<file path="src/rtl/rtc_pkg.sv">
`default_nettype none
// ============================================================================
// Module   : rtc_pkg
// Purpose  : Shared RTC definitions: register addresses, transfer command,
//            FSM state encodings and the BCD date validity check shared with
//            the reader/editor side.
// Revision : 1.0 - initial release
// ============================================================================
package rtc_pkg;

    // RTC register map and transfer command
    localparam logic [7:0] c_ADDR_DIA  = 8'h24;
    localparam logic [7:0] c_ADDR_MES  = 8'h25;
    localparam logic [7:0] c_ADDR_YEAR = 8'h26;
    localparam logic [7:0] c_ADDR_CMD  = 8'hF0;
    localparam logic [7:0] c_CMD_DATA  = 8'hF2;

    // Bus phase engine states
    localparam logic [2:0] c_PH_IDLE   = 3'd0;
    localparam logic [2:0] c_PH_SETUP  = 3'd1;
    localparam logic [2:0] c_PH_STROBE = 3'd2;
    localparam logic [2:0] c_PH_HOLD   = 3'd3;
    localparam logic [2:0] c_PH_GAP    = 3'd4;

    // Sequence-level states: RUN spans all eight phases, FIN is the done cycle
    localparam logic [1:0] c_SEQ_IDLE  = 2'd0;
    localparam logic [1:0] c_SEQ_RUN   = 2'd1;
    localparam logic [1:0] c_SEQ_FIN   = 2'd2;

    // Both nibbles must be decimal digits
    function automatic logic bcd_byte_ok(input logic [7:0] b);
        return (b[7:4] <= 4'd9) && (b[3:0] <= 4'd9);
    endfunction

    // Day 01..31 and month 01..12; month length is not checked here.
    // Range compares on BCD are numeric once both nibbles are digits.
    function automatic logic bcd_date_valid(input logic [7:0] dia,
                                            input logic [7:0] mes,
                                            input logic [7:0] year);
        return bcd_byte_ok(dia) && bcd_byte_ok(mes) && bcd_byte_ok(year) &&
               (dia != 8'h00) && (dia <= 8'h31) &&
               (mes != 8'h00) && (mes <= 8'h12);
    endfunction

endpackage
`default_nettype wire

</file>
<file path="src/rtl/rtc_bus_phase.sv">
`default_nettype none
// ============================================================================
// Module   : rtc_bus_phase
// Purpose  : One RTC bus phase: SETUP (1) / STROBE (T_PH) / HOLD (1) /
//            GAP (T_PH). o_ready is high when idle or in the last GAP cycle,
//            so a go in that cycle chains the next phase with no bubble.
// Revision : 1.0 - initial release
// ============================================================================
module rtc_bus_phase
    import rtc_pkg::*;
#(
    parameter int T_PH = 4
)
(
    input  logic       clk,
    input  logic       rst,
    input  logic       i_go,
    input  logic       i_sel,
    input  logic [7:0] i_byte,
    output logic       o_ready,
    output logic [7:0] o_ad_out,
    output logic       o_ad_oe,
    output logic       o_ad_sel,
    output logic       o_cs_n,
    output logic       o_wr_n
);

    localparam int            c_CW   = (T_PH > 1) ? $clog2(T_PH) : 1;
    localparam logic [c_CW-1:0] c_LAST = c_CW'(T_PH - 1);

    logic [2:0]      r_state;
    logic [c_CW-1:0] r_cnt;
    logic            r_sel;
    logic [7:0]      r_byte;
    logic            w_load;
    logic            w_drive;

    // Ready to accept a new phase: idle, or finishing the gap of this one
    always_comb begin
        o_ready = (r_state == c_PH_IDLE) ||
                  ((r_state == c_PH_GAP) && (r_cnt == c_LAST));
    end

    assign w_load = i_go && o_ready;

    // Phase sequencing; address/data byte is captured only when entering SETUP
    always_ff @(posedge clk) begin
        if (rst) begin
            r_state <= c_PH_IDLE;
            r_cnt   <= '0;
            r_sel   <= 1'b0;
            r_byte  <= 8'h00;
        end else if (w_load) begin
            r_state <= c_PH_SETUP;
            r_cnt   <= '0;
            r_sel   <= i_sel;
            r_byte  <= i_byte;
        end else begin
            case (r_state)
                c_PH_SETUP: begin
                    r_state <= c_PH_STROBE;
                    r_cnt   <= '0;
                end
                c_PH_STROBE: begin
                    if (r_cnt == c_LAST) begin
                        r_state <= c_PH_HOLD;
                        r_cnt   <= '0;
                    end else begin
                        r_cnt <= r_cnt + c_CW'(1);
                    end
                end
                c_PH_HOLD: begin
                    r_state <= c_PH_GAP;
                    r_cnt   <= '0;
                end
                c_PH_GAP: begin
                    if (r_cnt == c_LAST) begin
                        r_state <= c_PH_IDLE;
                        r_cnt   <= '0;
                    end else begin
                        r_cnt <= r_cnt + c_CW'(1);
                    end
                end
                default: begin
                    r_state <= c_PH_IDLE;
                    r_cnt   <= '0;
                end
            endcase
        end
    end

    // Bus is driven from SETUP through HOLD; released and zeroed in GAP/IDLE
    assign w_drive  = (r_state == c_PH_SETUP) || (r_state == c_PH_STROBE) ||
                      (r_state == c_PH_HOLD);
    assign o_cs_n   = ~w_drive;
    assign o_wr_n   = (r_state != c_PH_STROBE);
    assign o_ad_oe  = w_drive;
    assign o_ad_sel = w_drive & r_sel;
    assign o_ad_out = w_drive ? r_byte : 8'h00;

endmodule
`default_nettype wire

</file>
<file path="src/rtl/rtc_fecha_writer.sv">
`default_nettype none
// ============================================================================
// Module   : rtc_fecha_writer
// Purpose  : Commits an edited BCD date to the RTC as four write
//            transactions (day, month, year, transfer command), each an
//            address phase followed by a data phase.
// Revision : 1.0 - initial release
// ============================================================================
module rtc_fecha_writer
    import rtc_pkg::*;
#(
    parameter int         T_PH      = 4,
    parameter logic [7:0] ADDR_DIA  = c_ADDR_DIA,
    parameter logic [7:0] ADDR_MES  = c_ADDR_MES,
    parameter logic [7:0] ADDR_YEAR = c_ADDR_YEAR,
    parameter logic [7:0] ADDR_CMD  = c_ADDR_CMD,
    parameter logic [7:0] CMD_DATA  = c_CMD_DATA
)
(
    input  logic       clk,
    input  logic       reset,
    input  logic [7:0] diaC,
    input  logic [7:0] mesC,
    input  logic [7:0] yearC,
    input  logic       start,
    output logic [7:0] ad_out,
    output logic       ad_oe,
    output logic       ad_sel,
    output logic       cs_n,
    output logic       wr_n,
    output logic       rd_n,
    output logic       busy,
    output logic       done,
    output logic       err
);

    logic [1:0] r_seq;
    logic [2:0] r_phase;
    logic [7:0] r_dia;
    logic [7:0] r_mes;
    logic [7:0] r_year;
    logic       r_err;

    logic       w_accept;
    logic       w_date_ok;
    logic       w_ready;
    logic       w_last;
    logic       w_go;
    logic [2:0] w_next_idx;
    logic [7:0] w_byte;

    assign w_accept  = (r_seq == c_SEQ_IDLE) && start;
    assign w_date_ok = bcd_date_valid(diaC, mesC, yearC);
    assign w_last    = (r_phase == 3'd7);

    // Launch phase 0 on a valid commit, then chain phases 1..7 as the engine frees up
    always_comb begin
        w_go       = 1'b0;
        w_next_idx = 3'd0;
        if (r_seq == c_SEQ_IDLE) begin
            w_go       = w_accept && w_date_ok;
            w_next_idx = 3'd0;
        end else if (r_seq == c_SEQ_RUN) begin
            w_go       = w_ready && !w_last;
            w_next_idx = r_phase + 3'd1;
        end
    end

    // Even phase index carries the register address, odd carries its data
    always_comb begin
        w_byte = 8'h00;
        case (w_next_idx)
            3'd0: w_byte = ADDR_DIA;
            3'd1: w_byte = r_dia;
            3'd2: w_byte = ADDR_MES;
            3'd3: w_byte = r_mes;
            3'd4: w_byte = ADDR_YEAR;
            3'd5: w_byte = r_year;
            3'd6: w_byte = ADDR_CMD;
            3'd7: w_byte = CMD_DATA;
            default: w_byte = 8'h00;
        endcase
    end

    // Sequence control: snapshot on accept, phase index, FIN done cycle, err pulse
    always_ff @(posedge clk) begin
        if (reset) begin
            r_seq   <= c_SEQ_IDLE;
            r_phase <= 3'd0;
            r_dia   <= 8'h00;
            r_mes   <= 8'h00;
            r_year  <= 8'h00;
            r_err   <= 1'b0;
        end else begin
            r_err <= w_accept && !w_date_ok;
            case (r_seq)
                c_SEQ_IDLE: begin
                    if (w_accept && w_date_ok) begin
                        r_seq   <= c_SEQ_RUN;
                        r_phase <= 3'd0;
                        r_dia   <= diaC;
                        r_mes   <= mesC;
                        r_year  <= yearC;
                    end
                end
                c_SEQ_RUN: begin
                    if (w_ready) begin
                        if (w_last) begin
                            r_seq <= c_SEQ_FIN;
                        end else begin
                            r_phase <= w_next_idx;
                        end
                    end
                end
                c_SEQ_FIN: r_seq <= c_SEQ_IDLE;
                default:   r_seq <= c_SEQ_IDLE;
            endcase
        end
    end

    rtc_bus_phase #(
        .T_PH     (T_PH)
    ) u_phase (
        .clk      (clk),
        .rst      (reset),
        .i_go     (w_go),
        .i_sel    (~w_next_idx[0]),
        .i_byte   (w_byte),
        .o_ready  (w_ready),
        .o_ad_out (ad_out),
        .o_ad_oe  (ad_oe),
        .o_ad_sel (ad_sel),
        .o_cs_n   (cs_n),
        .o_wr_n   (wr_n)
    );

    assign rd_n = 1'b1;
    assign busy = (r_seq == c_SEQ_RUN);
    assign done = (r_seq == c_SEQ_FIN);
    assign err  = r_err;

endmodule
`default_nettype wire

</file>
<file path="config.mk">
export PLATFORM = sky130hd
export DESIGN_NAME = rtc_fecha_writer
export DESIGN_NICKNAME = d
export VERILOG_FILES = /design/src/rtl/rtc_pkg.sv /design/src/rtl/rtc_bus_phase.sv /design/src/rtl/rtc_fecha_writer.sv
export SDC_FILE = /design/constraint.sdc
export NUM_CORES = 1
export LEC_CHECK = 0
export CORE_MARGIN = 3
export CORE_UTILIZATION = 35
export DETAILED_ROUTE_END_ITERATION = 10
export PLACE_DENSITY_LB_ADDON = 0.12
export SLEW_MARGIN = 10
export SYNTH_ARGS = -nofsm -noshare
export SYNTH_HDL_FRONTEND = slang
export SYNTH_SLANG_ARGS = --single-unit
</file>
<file path="constraint.sdc">
create_clock -name clk -period 7.2 [get_ports clk]
set_input_delay 1.44 -clock clk [delete_from_list [all_inputs] [get_ports clk]]
set_output_delay 1.44 -clock clk [all_outputs]
set_load 0.01 [all_outputs]
</file>
# --- Word level (Yosys, flattened, before mapping) ---
# Index checks and enable logic that the tools add are counted.
totals:
  ff_bits: 44
  input_bits: 27
  out_inout_bits: 16
  wordCells: 101
classes:
  addsub: 2
  order_cmp: 8
  eq_ne: 24
  n_mux: 18
  bitwise: 4
  reduce_logical: 34
op_table:
  columns: ["cell", "count"]
  rows:
  - ["case mux 8 bit (8 select lines)", 1]
  - ["<= comparator 4 bit, second input constant", 6]
  - ["two-way mux 3 bit", 7]
  - ["equality test 3 bit, second input constant", 6]
  - ["nonzero test 8 bit", 2]
  - ["logical AND 1 bit", 15]
  - ["equality test 3 x 2 -> 1 bit, second input constant", 4]
  - ["case mux 3 bit (4 select lines)", 1]
  - ["<= comparator 8 x 5 -> 1 bit, second input constant", 1]
  - ["<= comparator 8 x 6 -> 1 bit, second input constant", 1]
  - ["two-way mux 8 bit", 1]
  - ["inequality test 2 x 1 -> 1 bit, second input constant", 4]
  - ["equality test 3 x 1 -> 1 bit, second input constant", 2]
  - ["zero test 3 bit", 2]
  - ["two-way mux 2 bit", 3]
  - ["inequality test 3 x 2 -> 1 bit, second input constant", 2]
  - ["case mux 3 bit (2 select lines)", 1]
  - ["AND reduction 2 bit", 3]
  - ["equality test 2 bit, second input constant", 2]
  - ["inequality test 2 bit, second input constant", 2]
  - ["case mux 2 bit (2 select lines)", 1]
  - ["AND reduction 4 bit", 1]
  - ["OR reduction 2 bit", 2]
  - ["OR reduction 4 bit", 1]
  - ["other kinds (12)", 19]

# --- Depth between registers and ports, before layout ---
logic_depth:
  ltp_word: 13
  depth_mapped: 8
  mapped_depth_nobuf: 7

# --- By module ---
# From an unflattened synthesis, not the netlist that was laid out.
unflattened:
  hier_cells: 272
  hier_area_um2: 2377.3
modules_own_cells:
  columns: ["mod", "n_inst", "cells_each", "area_per_inst_um2", "seq_area_each_um2"]
  rows:
  - ["rtc_fecha_writer", 1, 195, 1654.1, 600.6]
  - ["rtc_bus_phase", 1, 77, 723.2, 280.3]

# --- Least setup slack after synthesis ---
# No wires, ideal clock.
synth_path:
  kind: "input -> register"
  from: "input diaC[7]"
  to: "register u_phase.r_byte[4]"
  setup_ns: 0.117
  t_arrival_ns: 3.272
  required_time_ns: 7.083
  setup_slack_ns: 3.812
  stages: 6
  path_buffers: 1
  cell_sequence: "or4_1 -> a211o_1 -> or4_1 -> buf_2 -> a21o_1 -> a22o_1"
synth_between:
  elab_chain_cells: 11
  elab_cells_between_ends: 13
  classes_between: "order compare (2); mux (1); reduce/logical (10)"
synth_rtl:
  columns: ["element", "line", "source"]
  rows:
  - ["start, declared", "rtc_fecha_writer.sv:22", "input logic [7:0] diaC,"]
  - ["<= comparator 4 bit", "rtc_pkg.sv:32", "return (b[7:4] <= 4'd9) && (b[3:0] <= 4'd9);"]
  - ["logical AND 1 bit", "rtc_pkg.sv:32", null]
  - ["logical AND 1 bit (3 in a row)", "rtc_pkg.sv:40", "return bcd_byte_ok(dia) && bcd_byte_ok(mes) && bcd_byte_ok(year) &&"]
  - ["logical AND 1 bit * (2 in a row)", "rtc_pkg.sv:41", "(dia != 8'h00) && (dia <= 8'h31) &&"]
  - ["logical AND 1 bit *", "rtc_pkg.sv:42", "(mes != 8'h00) && (mes <= 8'h12);"]
  - ["logical AND 1 bit *", "rtc_fecha_writer.sv:61", "w_go = w_accept && w_date_ok;"]
  - ["two-way mux 1 bit *", "rtc_fecha_writer.sv:60", "if (r_seq == c_SEQ_IDLE) begin"]
  - ["logical AND 1 bit *", "rtc_bus_phase.sv:44", "assign w_load = i_go && o_ready;"]
  - ["end signal, assigned", "rtc_bus_phase.sv:57", "r_byte <= i_byte;"]
  - ["end, declared", "rtc_bus_phase.sv:34", "logic [7:0] r_byte;"]
# Every way passes the cells marked *; elsewhere a longest branch is shown, timed or not.
# A chain may end at the register's enable or synchronous reset.

# --- Worst setup path after layout ---
# Ends and elaborated chain as after synthesis.

==> flow_summary.ini <==
[yosys]
synth.avg_cell_area_um2 = 8.67
synth_top_area_frac = 0.410
synth_fp_nets = 278
synthCells = 248
synthAdderAreaFrac = 0.0175
synth_compound_area_frac = 0.154
yosys.area_share.xor_xnor = 0.00814
synth_top_family_by_area = simple AND/OR/NAND/NOR gates
synth_top_area_cell = dfxtp_1
syn_area_um2 = 2150
synth_simple_gate_area_frac = 0.245
synth_edf_count = 0
synth_cell_type_count = 51
ys_seq_elements = 44
synthMuxAreaShare = 0.108
yosysWarnings = 0
synth_flop_cell = dfxtp_1
synth-seq-area-share = 0.410
synth_area_leaders = dfxtp_1 (41%), mux2i_1 (10%), nand2_1 (7.2%)
ys_async_sr_fraction = 0

[setup_path]
end_kind = flop
cp_slowest_stage_delay_ns = 0.66
cpMostUsedCell = or4_1
arrival_ns = 3.83
crit_fanout = 6
critPathLaunchType = input port
crit_required_ns = 7.38
critical_path_class = input port to flop
path_buf_inv = 1
critPathSlowestCell = or4_1
path_delay_family = simple AND/OR/NAND/NOR gates
crit_chain = clkdlybuf4s50_1 -> or4_1 -> a211o_1 -> or4_1 -> a21o_1 -> a22o_1

[layout]
n_antenna_cell = 0
final_common_cell = dfxtp_1
drive_above_1_share = 0.0532
area_growth_pct = 23.7
layout.cells.non_filler = 354
nNetsFinal = 311
layout_common_cells = dfxtp_1 (44), nand2_1 (41), clkdlybuf4s50_1 (41), mux2i_1 (22), o21ai_0 (11)
fillers = 600

[grt]
grt_max_degree = 47
grt_pass1_wl_um = 7930
antenna_found_initial = 0
gr-usage-all-layers = 0.138
grt_pass1_vias = 1615
overflow = 0

[floorplanning]
dieWidth_um = 84.4
core_area_um2 = 5710
ios = 43
die-area_um2 = 7120
die_h_um = 84.4
num_rows = 27
start_util = 0.377

[sta]
setup_viol = 0
fin_skew_ns = 0.00490
tns_ns = 0
min_period_over_period = 0.506
period_needed_ns = 3.65
drv_slew = 0
rsz0062_at_grt = no
worst_pin_slew_ns = 0.573
hold_viol = 0
fmax_ghz = 0.274
slew_headroom = 0.617

[cts]
hold_buffers = 0
cts_made_buffers = 5
cts_max_path_buffers = 2
cts_htree_levels = 2
clock-root-buffer = clkbuf_8
clk_latency_ns = 0.29
cts.clk_slew.worst_paths_ns = 0.08
cts_sinks = 44
cts_post_setup_buffers_inserted = 0
cts_tree = yes
cts_resized = 0

[power_and_ir_drop]
ir_drop_uv = 58.6
powerDensity_nw_per_um2 = 162
p_leak_nw = 0.937

[run_status]
status = completed

[placed_design]
dp_cells = 346
post-dp-hpwl_um = 3570
port_buffers = 41
place_congestion = 0.746

[drt]
ant_nets = 0
drt_pass1_iterations = 4
postRouteWirelength_um = 4820
drc = 0
vias = 1807
drt-initial-drc-count = 113
avgRoutedWirePerCell_um = 13.6
vias_per_cell = 5.10

[worst_hold_path]
hp-class = flop to flop

[flow_run]
cap_violations = 0
==> cells in the mapped netlist (2+ instances only) <==
cell,count
dfxtp_1,44
nand2_1,41
mux2i_1,22
o21ai_0,11
nor2_1,10
a21oi_1,9
and2_1,9
clkbuf_1,9
inv_1,7
nor3b_1,7
nand3_1,6
nor3_1,6
nand4_1,4
o21a_1,4
o22ai_1,4
a22o_1,3
a22oi_1,3
buf_4,3
ha_1,3
or4_1,3
a31oi_1,2
and3b_1,2
buf_2,2
nand2b_1,2
nor2b_1,2
nor4_1,2
o2bb2ai_1,2
o41ai_1,2
xnor2_1,2
==> sequential cells by signal, summed over array words and instances (netlist names) <==
name             flops
r_seq                2
u_phase.r_sel        1
u_phase.r_cnt        2
r_phase              3
r_dia                8
u_phase.r_byte       8
err                  1
u_phase.r_state      3
r_mes                8
r_year               8
==> worst paths after layout <==
path                       end  slack [ns]              from  cells past startpoint
max          u_phase.r_byte[4]        3.55           diaC[7]                      6
min reg2reg   u_phase.r_cnt[0]        0.44  u_phase.r_cnt[0]                      1
max reg2reg  u_phase.r_byte[1]        4.88        r_phase[0]                      7
min           u_phase.r_cnt[0]        0.44  u_phase.r_cnt[0]                      1
==> area by class of cell <==
type / count / area [µm²] / share of cell area
Timing Repair Buffer: 43 / 425 / 0.160
Tap cell: 72 / 90.1 / 0.0339
Multi-Input combinational cell: 180 / 1150 / 0.432
Sequential cell: 44 / 881 / 0.331
Inverter: 7 / 26.3 / 0.00987
Clock buffer: 8 / 90.1 / 0.0339
==> where the power goes <==
part           leakage [nW]  switching, mW  internal, mW
combinational         0.537         0.0153        0.0172
sequential            0.354       0.000204         0.244
clock                0.0455         0.0768        0.0783
total                 0.937         0.0923         0.339
==> routing by layer <==
metal  global-route usage  part of all wire  vias to the layer above
met5                    0                 0                        -
met4               0.0432            0.0079                        0
met3               0.0353             0.051                        2
met2                0.202              0.42                       49
met1                0.198              0.52                      811
li1                     -                 -                      945
==> cells by family (layout without fill, tap and decap cells) <==
kind of cell	after synthesis	in the layout
other	1	1
adders and majority gates	3	3
AOI/OAI and AO/OA	49	49
xor gates and xnor gates	2	2
DFF	44	44
and+or+nand+nor	102	102
muxes	23	23
buffers and inverters	24	58
==> metrics by stage <==
| stage | setup WS (ns) | total power [mW] | hold slack (ns) | area [µm²] | utilization |
|---|---|---|---|---|---|
| after global placement | 3.30 | 0.282 | 0.419 | 2570 | 0.450 |
| after global routing | 3.47 | 0.454 | 0.450 | 2660 | 0.466 |
| after detailed placement | 3.25 | 0.282 | 0.429 | 2570 | 0.450 |
| final | 3.55 | 0.431 | 0.435 | 2660 | 0.466 |
| after floorplan | 3.81 | 0.262 | 0.405 | 2150 | - |
| after CTS | 3.56 | 0.437 | 0.444 | 2660 | 0.466 |
Power figures use the tool's default switching activity.
